### src/rtl/regfile_param_if.sv
// Port bundle for regfile_param: write port, two read ports, clear request and busy.
// The datapath side drives through master; the register file itself uses slave.
interface regfile_param_if #(
    parameter int DATA_W = 32,
    parameter int ADDR_W = 5
);
    logic                  clr;
    logic                  we;
    logic [ADDR_W-1:0]     waddr;
    logic [DATA_W-1:0]     wdata;
    logic [DATA_W/8-1:0]   wbe;
    logic [ADDR_W-1:0]     raddr1;
    logic [ADDR_W-1:0]     raddr2;
    logic [DATA_W-1:0]     rdata1;
    logic [DATA_W-1:0]     rdata2;
    logic                  busy;

    modport master (
        output clr, we, waddr, wdata, wbe, raddr1, raddr2,
        input  rdata1, rdata2, busy
    );

    modport slave (
        input  clr, we, waddr, wdata, wbe, raddr1, raddr2,
        output rdata1, rdata2, busy
    );
endinterface

### src/rtl/regfile_param.sv
// Parametrised 2-read/1-write register file with byte enables, optional bypass,
// optional hardwired zero entry and a sequential clear engine.
module regfile_param #(
    parameter int DATA_W   = 32,
    parameter int ADDR_W   = 5,
    parameter int ZERO_REG = 1,
    parameter int BYPASS   = 1
) (
    input  logic           clk,
    input  logic           rst,
    regfile_param_if.slave bus
);
    localparam int DEPTH = 1 << ADDR_W;
    localparam int NB    = DATA_W / 8;

    if (DATA_W % 8 != 0) begin : g_bad_width
        $error("regfile_param: DATA_W must be a multiple of 8");
    end

    typedef enum logic {S_IDLE, S_CLEAR} state_t;

    state_t            state;
    logic [ADDR_W-1:0] ptr;
    logic              busy_q;
    logic              wr_eff;
    logic [DATA_W-1:0] mem [DEPTH];

    function automatic logic [DATA_W-1:0] merge(
        input logic [DATA_W-1:0] old_w,
        input logic [DATA_W-1:0] new_w,
        input logic [NB-1:0]     be
    );
        logic [DATA_W-1:0] res;
        res = old_w;
        for (int i = 0; i < NB; i++)
            if (be[i]) res[8*i +: 8] = new_w[8*i +: 8];
        return res;
    endfunction

    // clr wins over a same-cycle write, and entry 0 never takes a datapath write.
    assign wr_eff = bus.we && (state == S_IDLE) && !bus.clr &&
                    !((ZERO_REG != 0) && (bus.waddr == '0));

    // NOTE: sequential state uses non-blocking assignments so every register
    // samples pre-edge values regardless of statement order.
    always_ff @(posedge clk) begin
        if (rst) begin
            state  <= S_CLEAR;
            ptr    <= '0;
            busy_q <= 1'b1;
        end else begin
            case (state)
                S_CLEAR: begin
                    ptr <= ptr + 1'b1;
                    if (&ptr) begin
                        state  <= S_IDLE;
                        busy_q <= 1'b0;
                        ptr    <= '0;
                    end
                end
                default: begin
                    if (bus.clr) begin
                        state  <= S_CLEAR;
                        busy_q <= 1'b1;
                        ptr    <= '0;
                    end
                end
            endcase
        end
    end

    // NOTE: the storage array has no reset; the clear engine zeroes it one
    // entry per cycle, which keeps it mappable onto RAM/latch-array macros.
    always_ff @(posedge clk) begin
        if (!rst) begin
            if (state == S_CLEAR) begin
                mem[ptr] <= '0;
            end else if (wr_eff) begin
                for (int i = 0; i < NB; i++)
                    if (bus.wbe[i]) mem[bus.waddr][8*i +: 8] <= bus.wdata[8*i +: 8];
            end
        end
    end

    always_comb begin
        bus.rdata1 = mem[bus.raddr1];
        if ((BYPASS != 0) && wr_eff && (bus.waddr == bus.raddr1))
            bus.rdata1 = merge(mem[bus.raddr1], bus.wdata, bus.wbe);
        if (busy_q || ((ZERO_REG != 0) && (bus.raddr1 == '0)))
            bus.rdata1 = '0;
    end

    always_comb begin
        bus.rdata2 = mem[bus.raddr2];
        if ((BYPASS != 0) && wr_eff && (bus.waddr == bus.raddr2))
            bus.rdata2 = merge(mem[bus.raddr2], bus.wdata, bus.wbe);
        if (busy_q || ((ZERO_REG != 0) && (bus.raddr2 == '0)))
            bus.rdata2 = '0;
    end

    assign bus.busy = busy_q;
endmodule

### src/flat_wrapper.sv
// flat-port wrapper written by rule: the top's interface ports become plain ports
module regfile_param_flat 
#(
    parameter int DATA_W   = 32,
    parameter int ADDR_W   = 5,
    parameter int ZERO_REG = 1,
    parameter int BYPASS   = 1
)
  (clk, rst, bus_clr, bus_we, bus_waddr, bus_wdata, bus_wbe, bus_raddr1, bus_raddr2, bus_rdata1, bus_rdata2, bus_busy);
  regfile_param_if #(.DATA_W(DATA_W), .ADDR_W(ADDR_W)) bus_i ();
  input  logic clk;
  input  logic rst;
  input wire logic [$bits(bus_i.clr)-1:0] bus_clr;
  input wire logic [$bits(bus_i.we)-1:0] bus_we;
  input wire logic [$bits(bus_i.waddr)-1:0] bus_waddr;
  input wire logic [$bits(bus_i.wdata)-1:0] bus_wdata;
  input wire logic [$bits(bus_i.wbe)-1:0] bus_wbe;
  input wire logic [$bits(bus_i.raddr1)-1:0] bus_raddr1;
  input wire logic [$bits(bus_i.raddr2)-1:0] bus_raddr2;
  output wire logic [$bits(bus_i.rdata1)-1:0] bus_rdata1;
  output wire logic [$bits(bus_i.rdata2)-1:0] bus_rdata2;
  output wire logic [$bits(bus_i.busy)-1:0] bus_busy;
  assign bus_i.clr = bus_clr;
  assign bus_i.we = bus_we;
  assign bus_i.waddr = bus_waddr;
  assign bus_i.wdata = bus_wdata;
  assign bus_i.wbe = bus_wbe;
  assign bus_i.raddr1 = bus_raddr1;
  assign bus_i.raddr2 = bus_raddr2;
  assign bus_rdata1 = bus_i.rdata1;
  assign bus_rdata2 = bus_i.rdata2;
  assign bus_busy = bus_i.busy;
  regfile_param #(.DATA_W(DATA_W), .ADDR_W(ADDR_W), .ZERO_REG(ZERO_REG), .BYPASS(BYPASS)) u_core (.clk(clk), .rst(rst), .bus(bus_i));
endmodule
### config.mk
export PLATFORM = sky130hd
export DESIGN_NAME = regfile_param_flat
export DESIGN_NICKNAME = d
export VERILOG_FILES = /design/src/rtl/regfile_param_if.sv /design/src/rtl/regfile_param.sv /design/src/flat_wrapper.sv
export SDC_FILE = /design/constraint.sdc
export NUM_CORES = 1
export LEC_CHECK = 0
export BUFFER_PORTS_ARGS = -buffer_cell sky130_fd_sc_hd__buf_2
export CELL_PAD_IN_SITES_DETAIL_PLACEMENT = 0
export CELL_PAD_IN_SITES_GLOBAL_PLACEMENT = 1
export CORE_MARGIN = 3
export CORE_UTILIZATION = 26
export CTS_BUF_LIST = sky130_fd_sc_hd__clkbuf_2 sky130_fd_sc_hd__clkbuf_4 sky130_fd_sc_hd__clkbuf_8
export CTS_CLUSTER_DIAMETER = 50
export DETAILED_ROUTE_END_ITERATION = 10
export HOLD_SLACK_MARGIN = 0.02
export PLACE_DENSITY = 0.51
export SLEW_MARGIN = 20
export SYNTH_ARGS = -nofsm -noshare
export SYNTH_HDL_FRONTEND = slang
export SYNTH_SLANG_ARGS = --single-unit
### constraint.sdc
create_clock -name clk -period 3.7 [get_ports clk]
set_clock_uncertainty 0.1 [all_clocks]
set_input_delay 0.925 -clock clk [delete_from_list [all_inputs] [get_ports clk]]
set_output_delay 0.925 -clock clk [all_outputs]
set_load 0.005 [all_outputs]
==> results.toml, run 1 <==
[die]
fp.dieW_um = 445
rows = 160
fp.dieArea_um2 = 198000
start_util_pct = 26.2
core_area_um2 = 191000
die_h_um = 445
io_pins = 120

[power]
leakagePower_nw = 24.3
pwr_density_cell_nw_per_um2 = 386
peakVddDrop_uv = 358

[setup_path]
cp_max_fo = 16
crit_arrival_ns = 3.24
end_kind = "output pin"
critPathLaunchType = "primary input"
crit_type = "in -> out"
required_ns = 2.67

[finish]
instances_no_fill = 6248
drive_gt1_share_pct = 47.6
multiInputGateArea_um2 = 19900
area_growth_pct = 34.0
seqCellArea_um2 = 30900
fin_area_um2 = 67000
layout.nets = 3654
n_fill_cell = 18000

[placement]
placed_cell_area_um2 = 59300
port_buffers = 119
placed_cells = 5832
globalplace.congestion = 0.829
dp_hpwl_mm = 127

[synth]
avgSynthCellArea_um2 = 17.6
seq_area_frac_synth_pct = 61.8
ys_ff_latch = 1031
synth_top_area_cell = "edfxtp_1"
ys.flop_type = "edfxtp_1"
ys_top_cells_by_area = "edfxtp_1, mux4_2, mux2i_1"
ys.warnings.count = 0
syn_area_um2 = 50000
netlist_instances = 2843
synth_cell_types = 52
synth_edf_count = 1024
ys_async_sr_fraction_pct = 0
synth_top_area_share_pct = 61.5
syn-num-nets = 2900

[routing]
avgRoutedWirePerCell_um = 30.5
viasPerCell = 5.21
vias = 32600
ant_nets = 0
drtIter0Drc = 3089
finalWirelength_mm = 191
drc = 0
drt_first_pass_iters = 6

[clock_tree]
cts_max_path_buffers = 3
htree_num_levels = 4
cts_buffers = 175
clock_latency_ns = 0.89
cts_sinks = 1031
cts_tree = "built"
clkSlewWorstSetupHoldPaths_ns = 0.06
clockRootBuffer = "clkbuf_8"

[timing]
timing.final.max_slew_violations = 0
setup_viol = 64
period_minus_slack_ns = 4.27
fin_ws_ns = -0.569
period_share_pct = 115
finalHoldViolCount = 0
fmax_mhz = 234
rsz0062_at_grt = "yes"
max_slew_margin_pct = 30.0
tightest_slew_ns = 1.05

[run_status]
outcome = "finished with violations"
violations = "negative setup slack"

[min_path]
hp-class = "in -> reg"

[grt]
grt_pass1_wl_mm = 266
grt_max_degree = 37
grt.overflow.total = 0
grt_pass1_vias = 33800
antenna_found_initial = 4
gr-usage-all-layers_pct = 19.0

[flow_run]
maxCapViolCount = 0
==> metal layers <==
metal  vias up  track usage (%)  share of wire [%]  wire [µm]
met1     17400             23.9                 41      77700
met5         -                0                  0          0
met4         0             7.65                4.2       7970
met3       336             2.87                4.7       8970
met2      1080             32.7                 50      96100
li1      13800                -                  -          -
==> per-stage QoR <==
step / util, % / hold WS [ns] / power, mW / TNS, ns / worst slack, ns
finish: 35.1 / 0.374 / 25.9 / -30.98 / -0.569
global route: 35.1 / 0.312 / 26.8 / -34.28 / -0.629
CTS: 35.0 / 0.280 / 26.2 / -28.28 / -0.590
detailed placement: 31.1 / 0.445 / 15.2 / -259.51 / -1.27
global placement: 31.0 / 0.441 / 15.2 / -275.47 / -1.75
floorplan: - / 0.398 / 14.1 / -0.965 / -0.0267
==> worst paths after layout <==
path	start	to	slack, ns	cells past startpoint
setup / recovery	bus_raddr1[2]	bus_rdata1[0]	-0.57	12
hold / removal	rst	u_core.ptr[3]$_SDFFE_PP0P_	0.37	3
setup reg to reg	u_core.state$_SDFF_PP1_	u_core.mem[23][13]$_DFFE_PP_	0.09	8
hold reg to reg	u_core.ptr[2]$_SDFFE_PP0P_	u_core.ptr[2]$_SDFFE_PP0P_	0.46	2
==> what timing repair did <==
item,CTS,global route
gates resized for setup,507,70
pin swaps,123,48
hold endpoints to repair,0,0
buffers inserted,97,19
setup endpoints to repair,64,80
cloned,27,1
hold buffers,0,0
==> area by class of cell <==
cell class | count | share of cell area, %
Sequential cell | 1031 | 46.1
Multi-Input combinational cell | 1562 | 29.7
Timing Repair Buffer | 816 | 14.3
Tap cell | 2511 | 4.69
Clock buffer | 238 | 4.37
Clock inverter | 72 | 0.864
Inverter | 11 | 0.0690
Antenna cell | 7 | 0.0261
==> cells by family (layout without fill, tap and decap cells) <==
group | after synthesis | in the layout | share of synthesized area (%)
DFF | 1031 | 1031 | 61.8
muxes | 729 | 729 | 24.4
AOI/OAI and AO/OA | 470 | 470 | 7.18
and+or+nand+nor | 351 | 351 | 3.95
buffers and inverters | 250 | 1137 | 2.47
xor gates and xnor gates | 10 | 10 | 0.175
adders and majority gates | 2 | 2 | 0.0500
other | 0 | 7 | 0
==> power breakdown <==
group	switching, mW	internal [mW]	leakage (nW)
combinational	1.42	1.22	11.6
clock	4.77	5.75	1.84
sequential	0.0268	12.7	10.9
==> cell usage after synthesis, types with 3 or more instances <==
cell type / instances
nand3_1: 4
xnor2_1: 10
nor2b_1: 3
buf_1: 20
a21oi_1: 27
mux2_2: 6
edfxtp_1: 1024
nand2_1: 29
a2111oi_0: 60
a221o_1: 34
nor4_4: 9
inv_1: 7
or3_1: 30
mux4_2: 392
o21ai_0: 94
mux2i_1: 330
a221oi_1: 137
a21o_1: 6
and2_1: 38
nor3b_1: 32
nor2_1: 145
and3_1: 32
nand2b_1: 12
buf_2: 69
nand2_4: 4
a32oi_1: 14
dfxtp_1: 7
or2_2: 3
buf_6: 19
clkbuf_1: 113
a22oi_1: 90
buf_4: 18
==> placed cells by master, fill, tap and decap left out, drive strengths merged, types with 3 or more instances in the layout <==
cell type  count
mux2           7
nand2b        12
bufbuf         7
nand3          4
diode          7
bufinv         9
clkinv        55
a221o         34
a2111oi       60
a21oi         27
nor4          11
inv           12
a22oi         90
a32oi         14
o21ai         94
a221oi       137
or2            3
edfxtp      1024
mux4         392
and2          38
xnor2         10
clkinvlp       7
nor2b          3
buf          808
nor3b         32
nand2         34
dfxtp          7
and3          32
nor2         146
clkbuf       239
mux2i        330
a21o           6
or3           30
==> critical path: stages <==
cell       delay [ns]
buf_4            0.16
buf_12           0.14
nor2_4           0.14
buf_12           0.20
buf_4            0.17
buf_12           0.14
a221oi_1         0.09
buf_4            0.16
o21ai_0          0.34
a2111oi_4        0.14
or3_4            0.44
buf_6            0.13
==> sequential cells by signal, summed over array words and instances, names as in the netlist <==
register / count
u_core.bus.busy: 1
u_core.mem: 1024
u_core.ptr: 5
u_core.state: 1
Note: power is estimated with default switching activity, not from simulation.
==> run 2, diff against run 1 <==
Settings changed: GPL_TIMING_DRIVEN set to 0, PLACE_DENSITY 0.51 to not set, PLACE_DENSITY_LB_ADDON set to 0.12.
==> run 2 against run 1 <==
- the flow still finishes with violations (negative setup slack)
- core utilization shrank 0.70 points
- design area fell by 2.0%
- critical path type unchanged
- via count is 2.2% higher
- critical path depth fell by 3
- highest routed layer unchanged
- power up 4.4%
- maximum frequency fell by 1.9%
- clock power grew 9.5%
- register-to-register slack worse by 0.03 ns
- setup slack lost 0.082 ns
- die area stayed put
- sequential power barely moved
- cell count down 4.6%
==> results.toml, run 2 (same netlist as run 1, synthesis figures left out) <==
[grt]
grt_pass1_wl_mm = 310
grt_max_degree = 33
grt_pass1_vias = 34800
gr-usage-all-layers_pct = 23.3
grt.overflow.total = 0
antenna_found_initial = 9

[power]
p_int_mw = 19.9
peakVddDrop_uv = 356
power_frac_seq_pct = 47.2
power_switching_mw = 7.09
pwr-share-clk_pct = 42.5
p_sw_share_pct = 26.2
combPwrFrac_pct = 10.4
power.total_mw = 27.0
leakagePower_nw = 22.8
pwr_density_cell_nw_per_um2 = 411

[routing]
drt_first_pass_iters = 7
vias = 33300
viasPerCell = 5.58
ant_nets = 0
drtIter0Drc = 3166
avgRoutedWirePerCell_um = 39.5
finalWirelength_mm = 235
drc = 0

[setup_path]
required_ns = 2.67
r2r_slack_ns = 0.06
crit_arrival_ns = 3.33
max_stage_delay_ns = 0.64
slowest_stage = "a2111oi_1"
end_kind = "output pin"
cp_max_fo = 10
reg2reg_to = "u_core.mem[18][31]$_DFFE_PP_"
path_cells = "buf_12 > buf_12 > buf_6 > mux2i_1 > a221oi_4 > a22oi_1 > a2111oi_1 > or3_4 > buf_6"
critPathLaunchType = "primary input"
worst_r2r_startpoint = "u_core.state$_SDFF_PP1_"
ff2ff_path_depth = 8
crit_start = "bus_raddr1[0]"
crit_type = "in -> out"

[die]
io_pins = 120
start_util_pct = 26.2
rows = 160
fp.dieW_um = 445
die_h_um = 445
fp.dieArea_um2 = 198000
core_area_um2 = 191000

[clock_tree]
cts_max_path_buffers = 3
cts_sinks = 1031
hold_buffers = 0
cts_tree = "built"
clock_latency_ns = 0.94
cts_buffers = 191
htree_num_levels = 4
clockRootBuffer = "clkbuf_8"
clkSlewWorstSetupHoldPaths_ns = 0.06

[timing]
timing.final.max_slew_violations = 0
period_minus_slack_ns = 4.35
finalHoldViolCount = 0
tightest_slew_ns = 0.911
rsz0062_at_grt = "yes"
setup_viol = 64
fmax_mhz = 230
finalSetupTns_ns = -33.55
period_share_pct = 118
fin_ws_ns = -0.651
max_slew_margin_pct = 38.7

[placement]
pre_cts_ws_ns = -2.24
globalplace.congestion = 0.919
dp_hpwl_mm = 165
port_buffers = 108

[min_path]
min-delay-start = "rst"
hold_end = "u_core.ptr[0]$_SDFFE_PP0P_"
hp-class = "in -> reg"
whs_path_depth = 2

[finish]
top_regs = "u_core.mem x1024, u_core.ptr x5"
final_cell_mix = "edfxtp_1, mux4_2, mux2i_1, clkbuf_8, nor2_4"
n_fill_cell = 18000
area_growth_pct = 31.4
top_register = "u_core.mem"
largest_reg_flops = 1024
drive_gt1_share_pct = 49.0
layout.nets = 3342
layout_commonest_cell = "edfxtp_1"

[flow_run]
maxCapViolCount = 0

[run_status]
violations = "negative setup slack"
outcome = "finished with violations"
==> run 2: area by class of cell <==
class	count	area, µm²	area share, %
diodes	9	22.5	0.0343
plain buffers	235	3050	4.65
multi-input cells	1562	21800	33.1
clock inverters	120	971	1.48
clock buffers	228	2920	4.44
flip-flops and latches	1031	30900	47.0
inverters	11	46.3	0.0704
repair buffers	253	2900	4.41
well taps	2511	3140	4.78
==> run 2: how the worst max path moves through the flow <==
stage	cells past startpoint	slack, ns	to
2_1_floorplan	7	-0.03	bus_rdata1[21]
3_3_place_gp	9	-3.31	bus_rdata1[31]
3_5_place_dp	10	-2.24	bus_rdata1[27]
4_1_cts	9	-0.66	bus_rdata1[17]
5_1_grt	8	-0.64	bus_rdata1[6]
6_report	9	-0.65	bus_rdata1[15]
==> run 2: worst max-delay path, delay by kind of cell <==
kind                   cells  cell delay (ns)
AOI/OAI and AO/OA          3             1.15
buffers and inverters      4             0.71
muxes                      1             0.14
and+or+nand+nor            1             0.32
==> run 2: stage by stage <==
stage	cell area, µm²	hold WS (ns)	cells	util (%)
floorplan	50200	0.398	2843	-
global route	65700	0.230	5953	34.4
global placement	53800	0.465	5462	28.2
CTS	63800	0.158	5896	33.4
finish	65700	0.273	5960	34.4
detailed placement	54300	0.463	5478	28.5
==> run 2: layer usage <==
layer	wire length [µm]	part of all wire, %	vias up	track usage [%]
li1	-	-	13200	-
met1	93500	40	18200	28.7
met2	115000	49	1418	39.3
met3	13500	5.7	429	4.22
met4	12900	5.5	0	11.3
met5	0	0	-	0
==> run 2: repair_timing <==
action                     4_1_cts  5_1_grt
buffers inserted                65       52
gates resized for setup       1099      218
cloned                          12        6
setup endpoints to repair     1553     1155
pin swaps                      101       77
==> run 2: power groups by stage <==
stage / Combinational, mW / Clock (mW) / Sequential (mW)
after global placement: 2.10 / 0 / 13.0
final: 2.80 / 11.5 / 12.7
after CTS: 2.67 / 11.7 / 12.7
after detailed placement: 2.13 / 0 / 13.0
after global routing: 2.86 / 12.3 / 12.7
after floorplan: 1.14 / 0 / 13.0
